$ cat config.mk
export PLATFORM = sky130hd
export DESIGN_NAME = hls_txn_monitor
export DESIGN_NICKNAME = d
export VERILOG_FILES = /design/src/rtl/hls_txn_monitor.sv
export SDC_FILE = /design/constraint.sdc
export NUM_CORES = 2
export LEC_CHECK = 0
export CAP_MARGIN = 20
export CORE_ASPECT_RATIO = 0.7
export CORE_MARGIN = 4
export CORE_UTILIZATION = 65
export CTS_CLUSTER_SIZE = 8
export DETAILED_ROUTE_END_ITERATION = 16
export PLACE_DENSITY = 0.82
export SLEW_MARGIN = 40
export SYNTH_ARGS = -nofsm -noshare
export SYNTH_HDL_FRONTEND = slang
export SYNTH_SLANG_ARGS = --single-unit
$ cat constraint.sdc
create_clock -name clock -period 7.8 [get_ports clock]
set_input_delay 1.17 -clock clock [delete_from_list [all_inputs] [get_ports clock]]
set_output_delay 1.17 -clock clock [all_outputs]
set_load 0.01 [all_outputs]
$ cat src/rtl/hls_txn_monitor.sv
// Per-channel ap_ctrl transaction monitor.
// Each channel runs its own FSM and keeps its own transaction count,
// latency statistics and stall count. A finish request freezes all
// state, and clear resets it. Statistics are read back one field at a
// time through a registered readout port.
//
// state     | meaning
// ----------+------------------------------------------------------------
// IDLE      | no transaction in flight
// BUSY      | started, waiting for ap_done; latency counter running
// DONE_WAIT | ap_done seen, waiting for ap_continue; latency held, stalls counted
module hls_txn_monitor #(
    parameter int NUM_CH = 11,
    parameter int LAT_W  = 16,
    parameter int CNT_W  = 32,
    localparam int CH_W  = (NUM_CH > 1) ? $clog2(NUM_CH) : 1
) (
    input  logic              clock,
    input  logic              reset,
    input  logic [NUM_CH-1:0] ap_start,
    input  logic [NUM_CH-1:0] ap_done,
    input  logic [NUM_CH-1:0] ap_continue,
    input  logic              finish,
    input  logic              clear,
    input  logic              rd_en,
    input  logic [CH_W-1:0]   rd_ch,
    input  logic [2:0]        rd_field,
    output logic              rd_valid,
    output logic [CNT_W-1:0]  rd_data,
    output logic [NUM_CH-1:0] busy,
    output logic              frozen
);

    typedef enum logic [1:0] {
        IDLE      = 2'd0,
        BUSY      = 2'd1,
        DONE_WAIT = 2'd2
    } ch_state_t;

    localparam logic [CH_W:0] NUM_CH_L = (CH_W + 1)'(NUM_CH);

    ch_state_t         state_q  [NUM_CH];
    ch_state_t         state_d  [NUM_CH];
    logic [LAT_W-1:0]  lat_q    [NUM_CH];
    logic [LAT_W-1:0]  lat_d    [NUM_CH];
    logic [LAT_W-1:0]  done_lat [NUM_CH];
    logic [NUM_CH-1:0] complete;
    logic [NUM_CH-1:0] stall_inc;

    logic [CNT_W-1:0]  txn_q    [NUM_CH];
    logic [CNT_W-1:0]  stall_q  [NUM_CH];
    logic [LAT_W-1:0]  min_q    [NUM_CH];
    logic [LAT_W-1:0]  max_q    [NUM_CH];
    logic [LAT_W-1:0]  last_q   [NUM_CH];

    logic [CNT_W-1:0]  rd_mux;

    function automatic logic [LAT_W-1:0] sat_lat(input logic [LAT_W-1:0] v);
        return (&v) ? v : v + LAT_W'(1);
    endfunction

    function automatic logic [CNT_W-1:0] sat_cnt(input logic [CNT_W-1:0] v);
        return (&v) ? v : v + CNT_W'(1);
    endfunction

    // Next-state, latency and completion decode for every channel.
    always_comb begin
        for (int i = 0; i < NUM_CH; i++) begin
            state_d[i]   = state_q[i];
            lat_d[i]     = lat_q[i];
            done_lat[i]  = lat_q[i];
            complete[i]  = 1'b0;
            stall_inc[i] = 1'b0;
            case (state_q[i])
                IDLE: begin
                    if (ap_start[i]) begin
                        lat_d[i] = LAT_W'(1);
                        if (ap_done[i]) begin
                            // Single-cycle transaction: the start is consumed here.
                            done_lat[i] = LAT_W'(1);
                            if (ap_continue[i]) complete[i] = 1'b1;
                            else                state_d[i]  = DONE_WAIT;
                        end else begin
                            state_d[i] = BUSY;
                        end
                    end
                end
                BUSY: begin
                    lat_d[i] = sat_lat(lat_q[i]);
                    if (ap_done[i]) begin
                        done_lat[i] = sat_lat(lat_q[i]);
                        if (ap_continue[i]) begin
                            complete[i] = 1'b1;
                            if (ap_start[i]) begin
                                state_d[i] = BUSY;
                                lat_d[i]   = LAT_W'(1);
                            end else begin
                                state_d[i] = IDLE;
                            end
                        end else begin
                            state_d[i] = DONE_WAIT;
                        end
                    end
                end
                DONE_WAIT: begin
                    stall_inc[i] = 1'b1;
                    if (ap_continue[i]) begin
                        complete[i] = 1'b1;
                        if (ap_start[i]) begin
                            state_d[i] = BUSY;
                            lat_d[i]   = LAT_W'(1);
                        end else begin
                            state_d[i] = IDLE;
                        end
                    end
                end
                default: state_d[i] = IDLE;
            endcase
        end
    end

    // FSM and latency registers plus the sticky freeze flag.
    always_ff @(posedge clock or negedge reset) begin
        if (!reset) begin
            for (int i = 0; i < NUM_CH; i++) begin
                state_q[i] <= IDLE;
                lat_q[i]   <= '0;
            end
            frozen <= 1'b0;
        end else if (clear) begin
            for (int i = 0; i < NUM_CH; i++) begin
                state_q[i] <= IDLE;
                lat_q[i]   <= '0;
            end
            frozen <= 1'b0;
        end else if (!frozen) begin
            for (int i = 0; i < NUM_CH; i++) begin
                state_q[i] <= state_d[i];
                lat_q[i]   <= lat_d[i];
            end
            frozen <= finish;
        end
    end

    // Statistics update on completion and for every stalled cycle.
    always_ff @(posedge clock or negedge reset) begin
        if (!reset) begin
            for (int i = 0; i < NUM_CH; i++) begin
                txn_q[i]   <= '0;
                stall_q[i] <= '0;
                min_q[i]   <= '1;
                max_q[i]   <= '0;
                last_q[i]  <= '0;
            end
        end else if (clear) begin
            for (int i = 0; i < NUM_CH; i++) begin
                txn_q[i]   <= '0;
                stall_q[i] <= '0;
                min_q[i]   <= '1;
                max_q[i]   <= '0;
                last_q[i]  <= '0;
            end
        end else if (!frozen) begin
            for (int i = 0; i < NUM_CH; i++) begin
                if (stall_inc[i]) stall_q[i] <= sat_cnt(stall_q[i]);
                if (complete[i]) begin
                    txn_q[i]  <= sat_cnt(txn_q[i]);
                    last_q[i] <= done_lat[i];
                    if (done_lat[i] < min_q[i]) min_q[i] <= done_lat[i];
                    if (done_lat[i] > max_q[i]) max_q[i] <= done_lat[i];
                end
            end
        end
    end

    // A channel is busy whenever it is not idle.
    always_comb begin
        for (int i = 0; i < NUM_CH; i++) begin
            busy[i] = (state_q[i] != IDLE);
        end
    end

    // Readout field select; out-of-range channel or field reads as zero.
    always_comb begin
        rd_mux = '0;
        if ({1'b0, rd_ch} < NUM_CH_L) begin
            case (rd_field)
                3'd0: rd_mux = txn_q[rd_ch];
                3'd1: rd_mux = CNT_W'(min_q[rd_ch]);
                3'd2: rd_mux = CNT_W'(max_q[rd_ch]);
                3'd3: rd_mux = CNT_W'(last_q[rd_ch]);
                3'd4: rd_mux = stall_q[rd_ch];
                3'd5: rd_mux = {{(CNT_W-2){1'b0}}, state_q[rd_ch]};
                default: rd_mux = '0;
            endcase
        end
    end

    // Registered readout; rd_data keeps its last value between reads.
    always_ff @(posedge clock or negedge reset) begin
        if (!reset) begin
            rd_valid <= 1'b0;
            rd_data  <= '0;
        end else begin
            rd_valid <= rd_en;
            if (rd_en) rd_data <= rd_mux;
        end
    end

endmodule

==> flow_metrics.tcl <==
set metrics [dict create \
    fp.dieH_microns 325 \
    final_hold_viol_count 0 \
    period_share_pct 71.4 \
    synth_top_area_cell "sky130_fd_sc_hd__dfrtp_1" \
    timing.rr.end "min_q[152]" \
    post_route_cells_drive_above_1_share_pct 9.48 \
    syn_area_per_cell_sq_um 9.06 \
    whs_ns 0.158 \
    combPwrFrac_pct 12.6 \
    worstSetupPathType "flop to flop" \
    count_of_state_elements_after_synthesis 1464 \
    syn-cell-area_sq_um 93300 \
    synth_enable_flop_cells 0 \
    number_of_max_cap_violations 0 \
    top_level_ports 90 \
    yosysSeqAreaShare_pct 39.5 \
    synth.area.top_cells "sky130_fd_sc_hd__dfrtp_1, sky130_fd_sc_hd__mux4_2, sky130_fd_sc_hd__nor2_1" \
    drtPass1Iterations 9 \
    floorplan.core_area_sq_um 142000 \
    clk_root_buf "sky130_fd_sc_hd__clkbuf_16" \
    place_hpwl_microns 223000 \
    cell_internal_power_w 0.0135 \
    timing.critical_path.from_type "flop" \
    worst_r2r_path_depth 14 \
    grt_setup_unrepaired "false" \
    holdBufCountCts 0 \
    hp-class "primary input to async pin" \
    die_area_sq_um 150000 \
    post_cts_buffers 0 \
    slew_headroom_pct 37.4 \
    cts_tree "yes" \
    design_power_total_w 0.0189 \
    num-fill-cells 10200 \
    fmax_mhz 180 \
    fin_skew_ns 0.0269 \
    cts_made_buffers 201 \
    clkSlewWorstSetupHoldPaths_ns 0.05 \
    drt-initial-drc-count 12500 \
    maximum_number_of_pins_on_one_net_before_global_route_repair 200 \
    cp.required_ns 8.54 \
    critical_path.endpoint_type "flop" \
    drcViolationCount 0 \
    timing.final.crit_period_ns 5.57 \
    wl_per_cell_microns 25.4 \
    synth_flop_cell "sky130_fd_sc_hd__dfrtp_1" \
    cts_htree_levels 4 \
    antenna_violating_nets_post_route 0 \
    clock_latency_ns 0.85 \
    top_cell_type_s_share_of_synthesized_area_pct 34.6 \
    via_count_of_the_first_global_routing_pass 79200 \
    cts.path.max_buffers 3 \
    setup_viol_count_final 0 \
    seq_power_share_pct 43.4 \
    drv_slew 0 \
    dpl.cell_count 11800 \
    finalWirelength_microns 308000 \
    fp-row-count 115 \
    grt_overflow_total 0 \
    area.sequential_sq_um 36900 \
    final_common_cell "sky130_fd_sc_hd__nor2_1" \
    syn_inst_count 10300 \
    gp_congestion 1.14 \
    post_cts.resized_instances 0 \
    die_w_microns 461 \
    first_pass_grt_wire_length_microns 471000 \
    tns_ns 0 \
    drt-vias-per-instance 6.94 \
    most_frequent_cells_in_the_layout "sky130_fd_sc_hd__nor2_1, sky130_fd_sc_hd__dfrtp_1, sky130_fd_sc_hd__nand2_1" \
    clk_network_pwr_share_pct 44.0 \
    dr_total_vias 84300 \
    leakage_nw 44.4 \
    irDropWorstVdd_uv 244 \
    power_per_cell_area_nw_per_um2 186 \
    area.growth.synth_to_final_pct 8.93 \
    setup.reg_to_reg.worst_slack_ns 2.23 \
    initial_utilization_pct 65.9 \
    cts.sink_count 1464 \
    grt_antenna_before_repair 23 \
    status "complete, no violations" \
    cp_max_fo 16 \
    netSwitchingPower_w 0.00540 \
    worstPathArrival_ns 6.31 \
    placement.io_buffers 89 \
    synthesis.nets 10700 \
    power.share.switching_pct 28.6 \
    synth.lib_cells_used.distinct 114 \
    fin_nets 10600 \
    synth_async_sr_flop_share_pct 100 \
    instances_no_fill 12200 \
    rr_startpoint "state_q[19]" \
    worst-slew-pin-transition_ns 0.931 \
    synth-warning-count 0 \
    multi_input_area_sq_um 52300 \
    grt_use_total_pct 40.3 \
]
-- area by class of cell --
| cell class | count | share of cell area (%) |
|---|---|---|
| clock inverter | 13 | 0.204 |
| multi-input combinational | 7714 | 51.5 |
| timing repair buffer | 241 | 2.33 |
| clock buffer | 322 | 5.46 |
| sequential | 1464 | 36.3 |
| tap | 1872 | 2.31 |
| inverter | 515 | 1.91 |
| antenna | 16 | 0.0394 |
-- routing by layer --
| metal | vias to the layer above | share of wire, % | GRT usage (%) |
|---|---|---|---|
| met4 | 30 | 4.8 | 16.2 |
| met2 | 5630 | 40 | 54.2 |
| li1 | 36600 | - | - |
| met3 | 934 | 16 | 17.8 |
| met5 | - | 0.23 | 2.72 |
| met1 | 41200 | 39 | 56.5 |
-- power by group through the flow --
| stage | combinational (W) | sequential (W) | clock, W |
|---|---|---|---|
| 3_3_place_gp | 0.00218 | 0.00826 | 0 |
| 3_5_place_dp | 0.00227 | 0.00827 | 0 |
| 4_1_cts | 0.00229 | 0.00814 | 0.00831 |
| 2_1_floorplan | 0.00149 | 0.00812 | 0 |
| 5_1_grt | 0.00256 | 0.00817 | 0.00865 |
| 6_report | 0.00238 | 0.00818 | 0.00830 |
-- worst max-delay path by stage --
stage                      startpoint          to  slack (ns)
after global routing      state_q[19]  min_q[148]        1.85
after global placement     ap_done[1]  max_q[146]        1.85
after floorplan            ap_done[1]  min_q[158]        3.44
final                     state_q[19]  min_q[152]        2.23
after detailed placement   ap_done[1]  min_q[152]        1.98
after CTS                 state_q[19]  min_q[148]        2.42
-- stage by stage --
stage | setup slack [ns] | instance area [sq um] | utilization (%)
detailed placement | 1.98 | 95600 | 67.5
global route | 1.85 | 102000 | 71.7
finish | 2.23 | 102000 | 71.8
floorplan | 3.44 | 93300 | -
global placement | 1.85 | 95200 | 67.3
CTS | 2.42 | 101000 | 71.6
-- cell usage after synthesis (all sizes together) (102+ instances only) --
cell type  count
a211oi       104
inv          514
nor3         340
and3         170
nand4        319
a21oi        457
ha           391
mux4         231
xnor2        229
nor2        1361
mux2i        391
nand3        407
xor2         460
o22ai        118
nand2        939
buf          214
clkbuf       387
a21o         102
o21ai        535
a31oi        141
o31ai        102
and4         124
dfrtp       1288
dfstp        176
-- kinds of logic after synthesis --
family	synth area share (%)
AND/OR/NAND/NOR	20.7
XOR/XNOR	6.47
flip-flops	39.5
adder cells (fa/ha/maj)	5.24
AO/OA/AOI/OAI	13.3
multiplexers	9.94
buffers and inverters	4.80
-- worst max-delay path: stages, from the launching register on --
cell and delay (ns):
sky130_fd_sc_hd__dfrtp_1 0.53, sky130_fd_sc_hd__inv_1 0.12, sky130_fd_sc_hd__ha_1 0.40, sky130_fd_sc_hd__inv_1 0.46, sky130_fd_sc_hd__nor2_1 0.19, sky130_fd_sc_hd__a31oi_2 0.63
sky130_fd_sc_hd__a21oi_1 0.16, sky130_fd_sc_hd__nor3_1 0.56, sky130_fd_sc_hd__ha_1 0.37, sky130_fd_sc_hd__a21o_1 0.19, sky130_fd_sc_hd__a221o_1 0.36, sky130_fd_sc_hd__a2111oi_2 0.47
sky130_fd_sc_hd__o21a_1 0.61, sky130_fd_sc_hd__a21oi_1 0.14, sky130_fd_sc_hd__o21ai_0 0.27
-- state kept, by name, summed over array words and instances (netlist names) --
register,count
frozen,1
last_q,176
lat_q,176
max_q,176
min_q,176
rd_data,32
rd_valid,1
stall_q,352
state_q,22
txn_q,352
Note: power is estimated with default switching activity, not from simulation.
